### src/rtl/mem_access_unit.sv
// MEM stage of the rv32i pipeline: req/ack data-memory port with byte lanes, load alignment, registered MEM/WB.
// Optional misaligned-access trap enabled by defining MEM_MISALIGN_CHECK_EN.
module mem_access_unit #(
    parameter int ADDR_WIDTH = 32,
    parameter int DATA_WIDTH = 32
) (
    input  logic                  clk,
    input  logic                  rst,
    input  logic                  ex_valid,
    input  logic                  ex_mem_read,
    input  logic                  ex_mem_write,
    input  logic [2:0]            ex_funct3,
    input  logic [DATA_WIDTH-1:0] ex_alu_result,
    input  logic [DATA_WIDTH-1:0] ex_mem_wdata,
    input  logic                  ex_reg_write,
    input  logic [4:0]            ex_rd,
    output logic                  stall,
    output logic                  dmem_req,
    output logic                  dmem_we,
    output logic [ADDR_WIDTH-1:0] dmem_addr,
    output logic [3:0]            dmem_be,
    output logic [DATA_WIDTH-1:0] dmem_wdata,
    input  logic                  dmem_ack,
    input  logic [DATA_WIDTH-1:0] dmem_rdata,
    output logic                  wb_valid,
    output logic                  wb_reg_write,
    output logic [4:0]            wb_rd,
    output logic [DATA_WIDTH-1:0] wb_data,
    output logic                  misalign_err
);

    typedef enum logic {IDLE, BUSY} state_t;

    state_t      state_q, state_d;
    logic        mem_op;
    logic        misalign;
    logic        issue;
    logic [2:0]  funct3_p1;
    logic [1:0]  lane_p1;
    logic [4:0]  rd_p1;
    logic        reg_write_p1;

    function automatic logic [3:0] store_be(input logic [2:0] f3, input logic [1:0] a);
        case (f3)
            3'b000:  store_be = 4'b0001 << a;
            3'b001:  store_be = a[1] ? 4'b1100 : 4'b0011;
            default: store_be = 4'b1111;
        endcase
    endfunction

    function automatic logic [31:0] store_data(input logic [2:0] f3, input logic [31:0] d);
        case (f3)
            3'b000:  store_data = {4{d[7:0]}};
            3'b001:  store_data = {2{d[15:0]}};
            default: store_data = d;
        endcase
    endfunction

    function automatic logic [31:0] load_extend(input logic [2:0] f3, input logic [1:0] a,
                                                input logic [31:0] d);
        logic [7:0]  b;
        logic [15:0] h;
        case (a)
            2'd0:    b = d[7:0];
            2'd1:    b = d[15:8];
            2'd2:    b = d[23:16];
            default: b = d[31:24];
        endcase
        h = a[1] ? d[31:16] : d[15:0];
        case (f3)
            3'b000:  load_extend = {{24{b[7]}}, b};
            3'b100:  load_extend = {24'd0, b};
            3'b001:  load_extend = {{16{h[15]}}, h};
            3'b101:  load_extend = {16'd0, h};
            default: load_extend = d;
        endcase
    endfunction

`ifdef MEM_MISALIGN_CHECK_EN
    // Byte accesses never misalign; store funct3 100/101 fall back to word size.
    function automatic logic misaligned(input logic [2:0] f3, input logic is_store,
                                        input logic [1:0] a);
        logic is_byte, is_half;
        is_byte = is_store ? (f3 == 3'b000) : (f3[1:0] == 2'b00);
        is_half = is_store ? (f3 == 3'b001) : (f3[1:0] == 2'b01);
        if (is_byte)      misaligned = 1'b0;
        else if (is_half) misaligned = a[0];
        else              misaligned = (a != 2'b00);
    endfunction

    assign misalign = mem_op & misaligned(ex_funct3, ex_mem_write, ex_alu_result[1:0]);
`else
    assign misalign = 1'b0;
`endif

    assign mem_op = ex_valid & (ex_mem_read | ex_mem_write);
    assign issue  = (state_q == IDLE) & mem_op & ~misalign;

    always_comb begin
        state_d = state_q;
        stall   = 1'b0;
        case (state_q)
            IDLE: begin
                if (issue) begin
                    stall   = 1'b1;
                    state_d = BUSY;
                end
            end
            BUSY: begin
                stall = ~dmem_ack;
                if (dmem_ack) state_d = IDLE;
            end
            default: state_d = IDLE;
        endcase
    end

    always_ff @(posedge clk) begin
        if (rst) state_q <= IDLE;
        else     state_q <= state_d;
    end

    // Accept (IDLE) -> transfer (BUSY) -> MEM/WB register
    always_ff @(posedge clk) begin
        if (rst) begin
            dmem_req     <= 1'b0;
            dmem_we      <= 1'b0;
            dmem_addr    <= '0;
            dmem_be      <= 4'b0000;
            dmem_wdata   <= '0;
            funct3_p1    <= 3'b000;
            lane_p1      <= 2'b00;
            rd_p1        <= 5'd0;
            reg_write_p1 <= 1'b0;
            wb_valid     <= 1'b0;
            wb_reg_write <= 1'b0;
            wb_rd        <= 5'd0;
            wb_data      <= '0;
            misalign_err <= 1'b0;
        end else begin
            misalign_err <= 1'b0;
            if (state_q == IDLE) begin
                if (issue) begin
                    dmem_req     <= 1'b1;
                    dmem_we      <= ex_mem_write;
                    dmem_addr    <= {ex_alu_result[ADDR_WIDTH-1:2], 2'b00};
                    dmem_be      <= ex_mem_write ? store_be(ex_funct3, ex_alu_result[1:0]) : 4'b1111;
                    dmem_wdata   <= store_data(ex_funct3, ex_mem_wdata);
                    funct3_p1    <= ex_funct3;
                    lane_p1      <= ex_alu_result[1:0];
                    rd_p1        <= ex_rd;
                    reg_write_p1 <= ex_reg_write & ~ex_mem_write;
                    wb_valid     <= 1'b0;
                    wb_reg_write <= 1'b0;
                end else if (misalign) begin
                    wb_valid     <= 1'b1;
                    wb_reg_write <= 1'b0;
                    wb_rd        <= ex_rd;
                    wb_data      <= ex_alu_result;
                    misalign_err <= 1'b1;
                end else begin
                    wb_valid     <= ex_valid;
                    wb_reg_write <= ex_reg_write & ex_valid;
                    wb_rd        <= ex_rd;
                    wb_data      <= ex_alu_result;
                end
            end else if (dmem_ack) begin
                dmem_req     <= 1'b0;
                wb_valid     <= 1'b1;
                wb_reg_write <= reg_write_p1 & ~dmem_we;
                wb_rd        <= rd_p1;
                wb_data      <= dmem_we ? '0 : load_extend(funct3_p1, lane_p1, dmem_rdata);
            end else begin
                wb_valid     <= 1'b0;
                wb_reg_write <= 1'b0;
            end
        end
    end

endmodule

### config.mk
export PLATFORM = sky130hd
export DESIGN_NAME = mem_access_unit
export DESIGN_NICKNAME = d
export VERILOG_FILES = /design/src/rtl/mem_access_unit.sv
export SDC_FILE = /design/constraint.sdc
export NUM_CORES = 1
export LEC_CHECK = 0
export BUFFER_PORTS_ARGS = -buffer_cell sky130_fd_sc_hd__buf_2
export CELL_PAD_IN_SITES_DETAIL_PLACEMENT = 0
export CELL_PAD_IN_SITES_GLOBAL_PLACEMENT = 1
export CORE_MARGIN = 4
export CORE_UTILIZATION = 35
export CTS_BUF_LIST = sky130_fd_sc_hd__clkbuf_4
export CTS_CLUSTER_DIAMETER = 100
export DETAILED_ROUTE_END_ITERATION = 8
export PLACE_DENSITY = 0.86
export SLEW_MARGIN = 20
export SYNTH_ARGS = -nofsm -noshare
export SYNTH_HDL_FRONTEND = slang
export SYNTH_SLANG_ARGS = --single-unit
### constraint.sdc
create_clock -name clk -period 1.5 [get_ports clk]
set_input_delay 0.3 -clock clk [delete_from_list [all_inputs] [get_ports clk]]
set_output_delay 0.3 -clock clk [all_outputs]
set_load 0.02 [all_outputs]
# == Yosys cells after proc, flatten, opt, wreduce, memory -nomap -nowiden ==
# Index checks and enable logic that the tools add are counted.
# classes
shift,1
n_eq_ne,8
bitwise,10
reduce_logical,7
n_mux,27
# op_table
cell,n
$mux W32,4
$pmux W32 S4,1
$pmux W32 S2,1
$pmux W8 S3,1
$mux W16,1
$mux W5,3
$mux W1,11
$mux W4,2
$pmux W4 S2,1
$eq A3 B1 Y1 const B,2
$eq A3 B3 Y1 const B,2
$logic_not A3 Y1,2
$reduce_and A2 Y1,3
$and A1 B1 Y1,5
$ne A2 B2 Y1 const B,2
$not A1 Y1,4
$pmux W1 S2,2
$shl A1 B2 Y4 const A,1
$eq A2 B1 Y1 const B,1
$eq A2 B2 Y1 const B,1
$logic_not A2 Y1,1
$reduce_bool A2 Y1,1
$or A1 B1 Y1,1
# word_totals
inputBits,111
wordCells,67
out_inout_bits,111
register_bits,119

# == Longest topological paths before layout ==
# Gate-level depths: netlist of the first run.
# logic_depth
ltp_word,6
depth_mapped,7
depth_no_buf,4

# == Worst setup path after synthesis of the first run ==
# Ideal clock, no wire load.
# synth_path
kind,reg2out
startpoint,register state_q
endpoint,output stall
slack_ns,-0.032
arrival_time_ns,1.232
path_buffers,2
required_time_ns,1.200
path_stages_with_launch,6
path_cell_list,dfxtp_1 > clkinv_1 > a21boi_1 > buf_4 > buf_2 > inv_1
# synth_via
elab_chain_cells,4
# synth_rtl
element,line,source
start: declaration,34,"state_t state_q, state_d;"
start signal: assignment,119,else state_q <= state_d;
$not A1 Y1 (no source line),--,
$and A1 B1 Y1,97,assign issue = (state_q == IDLE) & mem_op & ~misalign;
$mux W1,104,if (issue) begin
$pmux W1 S2 *,102,case (state_q)
end: declaration,17,"output logic stall,"
# Mark *: on every way between the ends. The rest lies on a longest branch, timed or not.

# == Final worst setup path of the first run ==
# Ends and elaborated chain as after synthesis.

==> summary.md, run 1 <==
| Metric | Value |
|---|---|
| Post-synth EDFFs | `0` |
| Clk sink count | `119` |
| Root buf cell | `clkbuf_4` |
| Final Critical Period | `1.735 ns` |
| DR WL met3 | `1.326 mm` |
| Max Buffers Root-to-Sink | `2` |
| Pint | `0.005626 W` |
| Critical path required time | `1.20 ns` |
| # setup viols final | `20` |
| Clock transition at path regs | `0.10 ns` |
| Worst Tran Pin Value | `0.5499 ns` |
| Synth area leaders | `dfxtp_1, nand2_1, a21oi_1` |
| Slowest cell delay on critical path | `0.37 ns` |
| WL final | `19.89 mm` |
| Ys Warns | `0` |
| Sw Ratio | `0.3107` |
| Max Freq | `0.5764 GHz` |
| Post-Syn Area | `5311 um2` |
| Crit path max-delay family | `flip-flops` |
| Detailed Routing Iterations Pass 1 | `5` |
| Iteration-0 DRC Markers | `436` |
| Post-Syn Area per Cell | `8.159 um2` |
| I/O Pins | `222` |
| Post-synth top area share | `0.4485` |
| Worst Path Buf+Inv | `3` |
| Sw power | `0.002536 W` |
| Sequential fraction of the synthesis area | `0.4485` |
| Gr usage total | `0.2262` |
| Antenna viol nets, final | `0` |
| Met1 WL | `8.764 mm` |
| Worst-Skew Late Latency | `0.52 ns` |
| CTS tree | `done` |
| DP Area | `6862 um2` |
| FILL cells | `1407` |
| PwrDens | `1037 nW/um2` |
| Top layer in use | `met5` |
| Met2 Wirelength | `9.164 mm` |
| Synth area leader | `dfxtp_1` |
| Max FO, Critical Path | `5` |
| RSZ-0062 raised after global routing | `true` |
| Starting density of the core | `0.3613` |
| Critical Path Sink Type | `output pin` |
| Final RePlAce weighted congestion | `0.8826` |
| Vias per inst | `5.149` |
| Combinational share of power | `0.249` |
| DP HPWL | `14.39 mm` |
| Final cycle utilization of the critical path | `1.157` |
| Die area | `17210 um2` |
| CP max stage cell | `dfxtp_4` |
| CP startpoint kind | `flop` |
| Maximum number of pins on one net before global-route repair | `40` |
| Core area | `14700 um2` |
| PnR worst setup slack | `-0.2348 ns` |
| Commonest non-fill, non-tap cell in the layout | `buf_2` |
| DR WL/cell | `17.50 um` |
| Class of the worst hold path | `in -> reg` |
| Final Hold Vio Count | `0` |
| Count of cell types in the netlist | `50` |
| Cell count after synthesis | `651` |
| Gr ovfl total | `0` |
| Sequential power share | `0.435` |
| #FFs+latches synth | `119` |
| Most frequent cells in the layout | `buf_2, nand2_1, dfxtp_1` |
| Failing checks | `negative setup slack` |
| Global-route wire length before repair | `31.49 mm` |
| DR DRC count | `0` |
| Slew HR | `0.6334` |
| Arrival time at the worst endpoint | `1.43 ns` |
| Maxcap violations | `0` |
| Fin area | `7871 um2` |
| Cts bufs inserted | `17` |
| Asr flop ratio synth | `0` |
| Max IR drop VDD | `720.6 uV` |
| Clk_skew | `0.01490 ns` |
| CTS H-Tree Depth | `4` |
| Leak Pwr | `3.562 nW` |
| Status | `complete, but fails checks` |
| Layout overhead on the synthesized area | `48.20%` |
| Final #Nets | `1049` |
| Die height | `131.2 um` |
| Buffers on Ports | `218` |
| # rows | `44` |
| Layout cells sized above 1 | `0.3512` |
| Overall Power | `0.008162 W` |
| WS Path Type | `reg -> out` |
| Clk network pwr share | `0.316` |
| Crit-path cells | `nand2b_1 -> a21boi_4 -> buf_8 -> inv_4 -> buf_6` |
| Via Count | `5854` |
| Initial antenna violation count | `4` |
| Final Max Tran Viols | `0` |
| Chip width | `131.2 um` |
| Post-synth top flop | `dfxtp_1` |
| Vias in the first global route | `5819` |
==> state kept, by name, indices dropped and copies added (netlist names) <==
register	flops
funct3_p1	3
dmem_req	1
reg_write_p1	1
wb_data	32
dmem_addr	30
dmem_we	1
dmem_wdata	32
state_q	1
dmem_be	4
wb_valid	1
rd_p1	5
wb_rd	5
wb_reg_write	1
lane_p1	2
==> cells in the mapped netlist, drive strengths merged (3+ instances only) <==
| cell type | instances |
|---|---|
| a211oi | 17 |
| a21oi | 85 |
| a22oi | 16 |
| a311oi | 8 |
| a31oi | 10 |
| a32oi | 5 |
| buf | 34 |
| clkbuf | 22 |
| dfxtp | 119 |
| inv | 10 |
| mux2i | 29 |
| nand2 | 147 |
| nand2b | 9 |
| nor2 | 39 |
| nor2b | 3 |
| o2111ai | 5 |
| o211ai | 13 |
| o21a | 3 |
| o21ai | 37 |
| o221ai | 3 |
| o32a | 7 |
==> cells by family after synthesis <==
group	Yosys count	share of synthesized area
buffers and inverters	68	0.06007
AND/OR/NAND/NOR	209	0.1625
AO/OA/AOI/OAI	223	0.2693
flip-flops	119	0.4485
multiplexers	31	0.05889
other	1	0.0007060
==> repair_timing <==
item | CTS | global route
endpoints found under the setup margin | 33 | 38
hold buffers | 46 | 0
buffers inserted | 3 | 2
resized for setup | 23 | 12
cloned | 1 | 1
pin swaps | 1 | 1
endpoints found under the hold margin | 49 | 0
==> worst paths after layout <==
kind                                       to  slack [ns]  depth (start not counted)       startpoint
worst min-delay path            dmem_wdata[7]        0.06                          3  ex_mem_wdata[7]
worst max register to register    wb_data[22]       -0.08                          6       lane_p1[1]
worst min register to register   dmem_addr[2]        0.45                          2     dmem_addr[2]
worst max-delay path                    stall       -0.23                          5          state_q
==> routing by layer <==
metal | vias up | global-route usage
met2 | 210 | 0.3577
met5 | - | 0
li1 | 2886 | -
met4 | 4 | 0.08868
met1 | 2704 | 0.2860
met3 | 50 | 0.07683
==> through the flow <==
step	setup slack, ns	cells	util	hold WS [ns]	TNS [ns]
2_1_floorplan	0.005701	653	-	0.4322	0
3_3_place_gp	-0.2617	1050	0.4668	0.4389	-9.401
3_5_place_dp	-0.3069	1050	0.4668	0.4433	-12.43
4_1_cts	-0.2902	1132	0.5288	0.0007184	-0.5893
5_1_grt	-0.3539	1137	0.5355	0.01522	-2.743
6_report	-0.2348	1137	0.5355	0.05804	-1.218
==> area by class of cell <==
type	instances	area, um2	share of cell area
Multi-Input combinational cell	467	2734	0.3473
Clock inverter	11	155.1	0.01971
Antenna cell	2	5.005	0.0006358
Tap cell	184	230.2	0.02925
Clock buffer	21	157.7	0.02003
Inverter	12	48.80	0.006199
Sequential cell	119	2397	0.3046
Timing Repair Buffer	321	2143	0.2723
==> tightest hold or removal path: cells and delay by family <==
family                 cells  cell delay [ns]
AOI/OAI and AO/OA          1             0.05
buffers and inverters      1             0.13
and+or+nand+nor            1             0.06
==> power groups by stage <==
stage / logic [W] / clock network, W / registers [W]
4_1_cts: 0.00197 / 0.00264 / 0.00355
6_report: 0.00203 / 0.00258 / 0.00355
2_1_floorplan: 0.000745 / 0 / 0.00389
3_3_place_gp: 0.00180 / 0 / 0.00361
5_1_grt: 0.00219 / 0.00278 / 0.00358
3_5_place_dp: 0.00181 / 0 / 0.00362
Note: power is estimated with default switching activity, not from simulation.
==> run 2: changes to the inputs <==
--- a/config.mk
+++ b/config.mk
@@ -13,7 +13,7 @@
 export CTS_BUF_LIST = sky130_fd_sc_hd__clkbuf_4
 export CTS_CLUSTER_DIAMETER = 100
 export DETAILED_ROUTE_END_ITERATION = 8
-export PLACE_DENSITY = 0.86
+export PLACE_DENSITY = 0.79
 export SLEW_MARGIN = 20
 export SYNTH_ARGS = -nofsm -noshare
 export SYNTH_HDL_FRONTEND = slang
==> constraint.sdc (replaced) <==
create_clock -name clk -period 1.7 [get_ports clk]
set_input_delay 0.17 -clock clk [delete_from_list [all_inputs] [get_ports clk]]
set_output_delay 0.17 -clock clk [all_outputs]
set_load 0.02 [all_outputs]
==> run 2 against run 1 <==
Compared with the run above:
- the flow now finishes without violations
- clock-buffer cell count is 4 lower
- sequential power down 11%
- final area up 2.3%
- routed wire length is 5.1% higher
- final cell count grew 1.7%
- first-iteration DRC count decreased by 22%
- non-clock buffer count increased by 21
- critical path type is now reg -> reg
- critical endpoint is now wb_reg_write
- largest cell class unchanged
- largest power group unchanged
==> summary.md, run 2 (synthesis gave the netlist of run 1 again) <==
| Metric | Value |
|---|---|
| Gr usage total | `0.2372 (was 0.2262)` |
| Final cycle utilization of the critical path | `0.9595` |
| Detailed Routing Iterations Pass 1 | `5 (unchanged)` |
| Clock transition at path regs | `0.12 ns (was 0.10 ns)` |
| Cts bufs inserted | `17 (unchanged)` |
| RSZ-0062 raised after global routing | `true (unchanged)` |
| Initial antenna violation count | `1 (was 4)` |
| DR WL/cell | `18.09 um (was 17.50 um)` |
| Starting density of the core | `0.3613 (unchanged)` |
| Max IR drop VDD | `683.4 uV (was 720.6 uV)` |
| Iteration-0 DRC Markers | `339 (was 436)` |
| Die area | `17210 um2 (unchanged)` |
| Critical Path Sink Type | `flop (was output pin)` |
| Arrival time at the worst endpoint | `2.11 ns (was 1.43 ns)` |
| Via Count | `6145 (was 5854)` |
| Pre-CTS setup slack | `-0.07432 ns (was -0.3069 ns)` |
| Max Freq | `0.6130 GHz` |
| Gr ovfl total | `0 (unchanged)` |
| Final RePlAce weighted congestion | `0.9533 (was 0.8826)` |
| Clk_skew | `0.01983 ns (was 0.01490 ns)` |
| Clk network pwr share | `0.337 (was 0.316)` |
| Vias in the first global route | `6199 (was 5819)` |
| Sw power | `0.002363 W (was 0.002536 W)` |
| Sw Ratio | `0.3175 (was 0.3107)` |
| Final Critical Period | `1.631 ns` |
| Final Max Tran Viols | `0 (unchanged)` |
| Sequential power share | `0.423 (was 0.435)` |
| Final Hold Vio Count | `0 (unchanged)` |
| Worst-Skew Late Latency | `0.54 ns (was 0.52 ns)` |
| Fin area | `8055 um2 (was 7871 um2)` |
| Vias per inst | `5.316 (was 5.149)` |
| I/O Pins | `222 (unchanged)` |
| Post-Layout Cell Count | `1156 (was 1137)` |
| WL final | `20.91 mm (was 19.89 mm)` |
| Global-route wire length before repair | `33.15 mm (was 31.49 mm)` |
| Status | `finished, final reports clean (was complete, but fails checks)` |
| Overall Power | `0.007443 W (was 0.008162 W)` |
| Maximum number of pins on one net before global-route repair | `58 (was 40)` |
| Combinational share of power | `0.241 (was 0.249)` |
| # setup viols final | `0 (was 20)` |
| Class of the worst hold path | `in -> reg (unchanged)` |
| CP startpoint kind | `flop (unchanged)` |
| Critical path required time | `2.17 ns (was 1.20 ns)` |
| DP HPWL | `14.53 mm (was 14.39 mm)` |
| Antenna viol nets, final | `0 (unchanged)` |
| Max FO, Critical Path | `5 (unchanged)` |
| # rows | `44 (unchanged)` |
| CTS tree | `done (unchanged)` |
| Largest registers | `dmem_wdata: 32 flops, wb_data: 32 flops, dmem_addr: 30 flops (unchanged)` |
| Post-placement cell count | `1028 (was 1050)` |
| Die height | `131.2 um (unchanged)` |
| Layout overhead on the synthesized area | `51.66% (was 48.20%)` |
| Core area | `14700 um2 (unchanged)` |
| Leak Pwr | `3.600 nW (was 3.562 nW)` |
| PnR worst setup slack | `0.06880 ns (was -0.2348 ns)` |
| WS Path Type | `reg -> reg (was reg -> out)` |
| Layout cells sized above 1 | `0.3162 (was 0.3512)` |
| Most frequent cells in the layout | `buf_2, nand2_1, dfxtp_1 (unchanged)` |
| Pint | `0.005079 W (was 0.005626 W)` |
| Clk sink count | `119 (unchanged)` |
| DP Area | `6645 um2 (was 6862 um2)` |
| DR DRC count | `0 (unchanged)` |
| Final #Nets | `1069 (was 1049)` |
| Max Buffers Root-to-Sink | `2 (unchanged)` |
| Maxcap violations | `0 (unchanged)` |
| Buffers on Ports | `218 (unchanged)` |
| Commonest non-fill, non-tap cell in the layout | `buf_2 (unchanged)` |
| Root buf cell | `clkbuf_4 (unchanged)` |
| PwrDens | `923.9 nW/um2 (was 1037 nW/um2)` |
| CTS H-Tree Depth | `4 (unchanged)` |
| Chip width | `131.2 um (unchanged)` |
==> run 2: final cells by class <==
type	instances	area (um2)
diodes	1	2.502
clock buffers	17	127.6
clock inverters	15	226.5
fillers	1373	6644
inverters	12	52.55
multi-input cells	466	2683
flip-flops and latches	119	2390
well taps	184	230.2
repair buffers	342	2344
==> run 2: power by group through the flow <==
stage	Sequential, W	Combinational [W]	Clock (W)
3_3_place_gp	0.00320	0.00151	0
3_5_place_dp	0.00321	0.00153	0
4_1_cts	0.00314	0.00174	0.00255
2_1_floorplan	0.00343	0.000657	0
6_report	0.00315	0.00179	0.00250
5_1_grt	0.00317	0.00194	0.00267
==> run 2: worst max-delay path: stages, from the launching register on <==
cell	delay, ns
dfxtp_4	0.38
buf_4	0.15
buf_4	0.16
or4b_2	0.65
nor2_1	0.12
a21oi_1	0.05
nor2_1	0.07
==> run 2: per-layer routing <==
metal	track usage	part of all wire	vias up	wire length [um]
li1	-	-	2925	-
met1	0.2757	0.40	2881	8288
met2	0.4021	0.49	295	10210
met3	0.07645	0.086	44	1788
met4	0.1039	0.030	0	626
met5	0	0	-	0
==> run 2: worst paths after layout <==
path	from	endpoint	slack [ns]	cells past startpoint
worst max-delay path	state_q	wb_reg_write	0.07	6
worst max register to register	state_q	wb_reg_write	0.07	6
worst min register to register	reg_write_p1	reg_write_p1	0.46	2
worst min-delay path	dmem_rdata[12]	wb_data[12]	0.05	3
==> run 2: timing repair <==
item,4_1_cts,5_1_grt
resized for setup,7,14
setup buffers,3,1
hold buffers,90,0
gates cloned,1,0
endpoints found under the setup margin,17,22
pin swaps,1,1
hold endpoints to repair,115,0
==> run 2: stage by stage <==
step	utilization	setup TNS [ns]	hold slack [ns]
after CTS	0.5429	-0.002312	0.003199
after global placement	0.4521	0	0.4232
after detailed placement	0.4521	-0.7410	0.4282
final	0.5480	0	0.04787
after global routing	0.5480	-0.02627	0.01577
after floorplan	-	0	0.3060
==> run 3: changes to the inputs <==
--- a/config.mk
+++ b/config.mk
@@ -14,6 +14,7 @@
 export CTS_CLUSTER_DIAMETER = 100
 export DETAILED_ROUTE_END_ITERATION = 8
 export PLACE_DENSITY = 0.79
+export REMOVE_ABC_BUFFERS = 1
 export SLEW_MARGIN = 20
 export SYNTH_ARGS = -nofsm -noshare
 export SYNTH_HDL_FRONTEND = slang
==> run 3 against run 2 <==
Compared with the run above:
- worst setup slack better by 0.047 ns
- routed wire length down 5.2%
- power down 11%
- die area unchanged
- register-to-register slack better by 0.05 ns
- clock skew down 0.0065 ns
- non-clock buffer count up 13
- combinational power about the same
- core utilization down 0.65 points
==> summary.md, run 3 (synthesis gave the netlist of run 1 again) <==
| Metric | Value |
|---|---|
| Layout cells sized above 1 | `0.3110 (was 0.3162)` |
| Largest registers | `dmem_wdata: 32 flops, wb_data: 32 flops, dmem_addr: 30 flops (unchanged)` |
| Final Hold Vio Count | `0 (unchanged)` |
| Post-Layout Cell Count | `1168 (was 1156)` |
| WS Path Type | `reg -> reg (unchanged)` |
| Maximum number of pins on one net before global-route repair | `47 (was 58)` |
| Fin area | `7960 um2 (was 8055 um2)` |
| Final Max Tran Viols | `0 (unchanged)` |
| R2R Path End | `wb_data[7] (was wb_reg_write)` |
| Post-placement cell count | `1035 (was 1028)` |
| Vias per inst | `5.229 (was 5.316)` |
| Arrival time at the worst endpoint | `2.00 ns (was 2.11 ns)` |
| # rows | `44 (unchanged)` |
| I/O Pins | `222 (unchanged)` |
| Clk_skew | `0.01337 ns (was 0.01983 ns)` |
| Layout overhead on the synthesized area | `49.87% (was 51.66%)` |
| PnR worst setup slack | `0.1157 ns (was 0.06880 ns)` |
| Class of the worst hold path | `in -> reg (unchanged)` |
| Core area | `14700 um2 (unchanged)` |
| Gr usage total | `0.2274 (was 0.2372)` |
| Hold path cells | `3 (unchanged)` |
| Die area | `17210 um2 (unchanged)` |
| Status | `finished, final reports clean (unchanged)` |
| Worst r2r src | `lane_p1[0] (was state_q)` |
| Max FO, Critical Path | `4 (was 5)` |
| Starting density of the core | `0.3613 (unchanged)` |
| Die height | `131.2 um (unchanged)` |
| Iteration-0 DRC Markers | `326 (was 339)` |
| Via Count | `6108 (was 6145)` |
| Detailed Routing Iterations Pass 1 | `5 (unchanged)` |
| Final #Nets | `1082 (was 1069)` |
| Hold Slack | `0.07943 ns (was 0.04787 ns)` |
| # setup viols final | `0 (unchanged)` |
| Cts bufs inserted | `17 (unchanged)` |
| PwrDens | `830.8 nW/um2 (was 923.9 nW/um2)` |
| CTS tree | `done (unchanged)` |
| Final RePlAce weighted congestion | `0.8837 (was 0.9533)` |
| Global-route wire length before repair | `31.84 mm (was 33.15 mm)` |
| Root buf cell | `clkbuf_4 (unchanged)` |
| CTS H-Tree Depth | `4 (unchanged)` |
| Maxcap violations | `0 (unchanged)` |
| Final Critical Period | `1.584 ns (was 1.631 ns)` |
| Min-delay src | `dmem_rdata[1] (was dmem_rdata[12])` |
| DR WL/cell | `16.96 um (was 18.09 um)` |
| Pre-CTS setup slack | `-0.2197 ns (was -0.07432 ns)` |
| Final cycle utilization of the critical path | `0.9319 (was 0.9595)` |
| RSZ-0062 raised after global routing | `false (was true)` |
| Clock transition at path regs | `0.10 ns (was 0.12 ns)` |
| Critical Path Sink Type | `flop (unchanged)` |
| Inserted Diodes | `0 (was 1)` |
| Max Buffers Root-to-Sink | `2 (unchanged)` |
| Max Freq | `0.6312 GHz (was 0.6130 GHz)` |
| Critical path required time | `2.12 ns (was 2.17 ns)` |
| DP HPWL | `14.00 mm (was 14.53 mm)` |
| CP startpoint | `lane_p1[0] (was state_q)` |
| Antenna viol nets, final | `0 (unchanged)` |
| Vias in the first global route | `6051 (was 6199)` |
| DP Area | `6685 um2 (was 6645 um2)` |
| Leak Pwr | `3.615 nW (was 3.600 nW)` |
| Clk sink count | `119 (unchanged)` |
| R2R Setup Slk | `0.12 ns (was 0.07 ns)` |
| Most frequent cells in the layout | `buf_2, nand2_1, dfxtp_1 (unchanged)` |
| Crit path to | `wb_data[7] (was wb_reg_write)` |
| Chip width | `131.2 um (unchanged)` |
| Worst-case reg-to-reg path depth | `5 (was 6)` |
| Max IR drop VDD | `391.7 uV (was 683.4 uV)` |
| DR DRC count | `0 (unchanged)` |
| Commonest non-fill, non-tap cell in the layout | `buf_2 (unchanged)` |
| Worst-Skew Late Latency | `0.53 ns (was 0.54 ns)` |
| Initial antenna violation count | `1 (unchanged)` |
| TNS Setup | `0 ns (unchanged)` |
| CP startpoint kind | `flop (unchanged)` |
| Gr ovfl total | `0 (unchanged)` |
| WL final | `19.82 mm (was 20.91 mm)` |
| Buffers on Ports | `218 (unchanged)` |
==> run 3: worst min-delay path by stage <==
stage                                to  slack, ns
after floorplan           dmem_addr[10]       0.24
final                        wb_data[1]       0.08
after global routing           wb_valid       0.03
after detailed placement  dmem_addr[18]       0.43
after global placement    dmem_addr[20]       0.43
after CTS                    wb_data[1]       0.01
==> run 3: repair_timing <==
| item | CTS | global route |
|---|---|---|
| endpoints found under the setup margin | 21 | 5 |
| cloned | 1 | 0 |
| buffers inserted | 4 | 1 |
| endpoints found under the hold margin | 116 | 0 |
| resized for setup | 10 | 3 |
| pin swaps | 2 | 0 |
| hold buffers | 96 | 0 |
==> run 3: layout make-up <==
| class | count | area, um2 |
|---|---|---|
| Clock buffer | 26 | 195.2 |
| Clock inverter | 6 | 27.53 |
| Fill cell | 1394 | 6739 |
| Inverter | 12 | 46.29 |
| Multi-Input combinational cell | 466 | 2651 |
| Sequential cell | 119 | 2387 |
| Tap cell | 184 | 230.2 |
| Timing Repair Buffer | 355 | 2422 |
==> run 3: metal layers <==
metal	vias up	share of wire	track usage
met5	-	0.00040	0
met4	2	0.025	0.08110
met3	46	0.093	0.08486
met2	303	0.47	0.3744
met1	2807	0.41	0.2737
li1	2950	-	-
==> run 3: stage by stage <==
| stage | utilization | total power (W) |
|---|---|---|
| after floorplan | - | 0.004014 |
| final | 0.5415 | 0.006613 |
| after CTS | 0.5418 | 0.006689 |
| after global placement | 0.4548 | 0.004700 |
| after detailed placement | 0.4548 | 0.004738 |
| after global routing | 0.5415 | 0.007011 |
==> run 3: critical path, stage by stage, from the launching register on <==
cell and delay (ns):
dfxtp_1 0.42, mux2i_1 0.37, a221oi_2 0.13, buf_4 0.16, a222oi_1 0.29, a21oi_1 0.11
==> run 3: power breakdown <==
part | leakage [nW] | switching (W) | internal (W)
registers | 0.983 | 0.000125 | 0.00301
logic | 2.49 | 0.00102 | 0.000747
clock network | 0.138 | 0.00100 | 0.000706
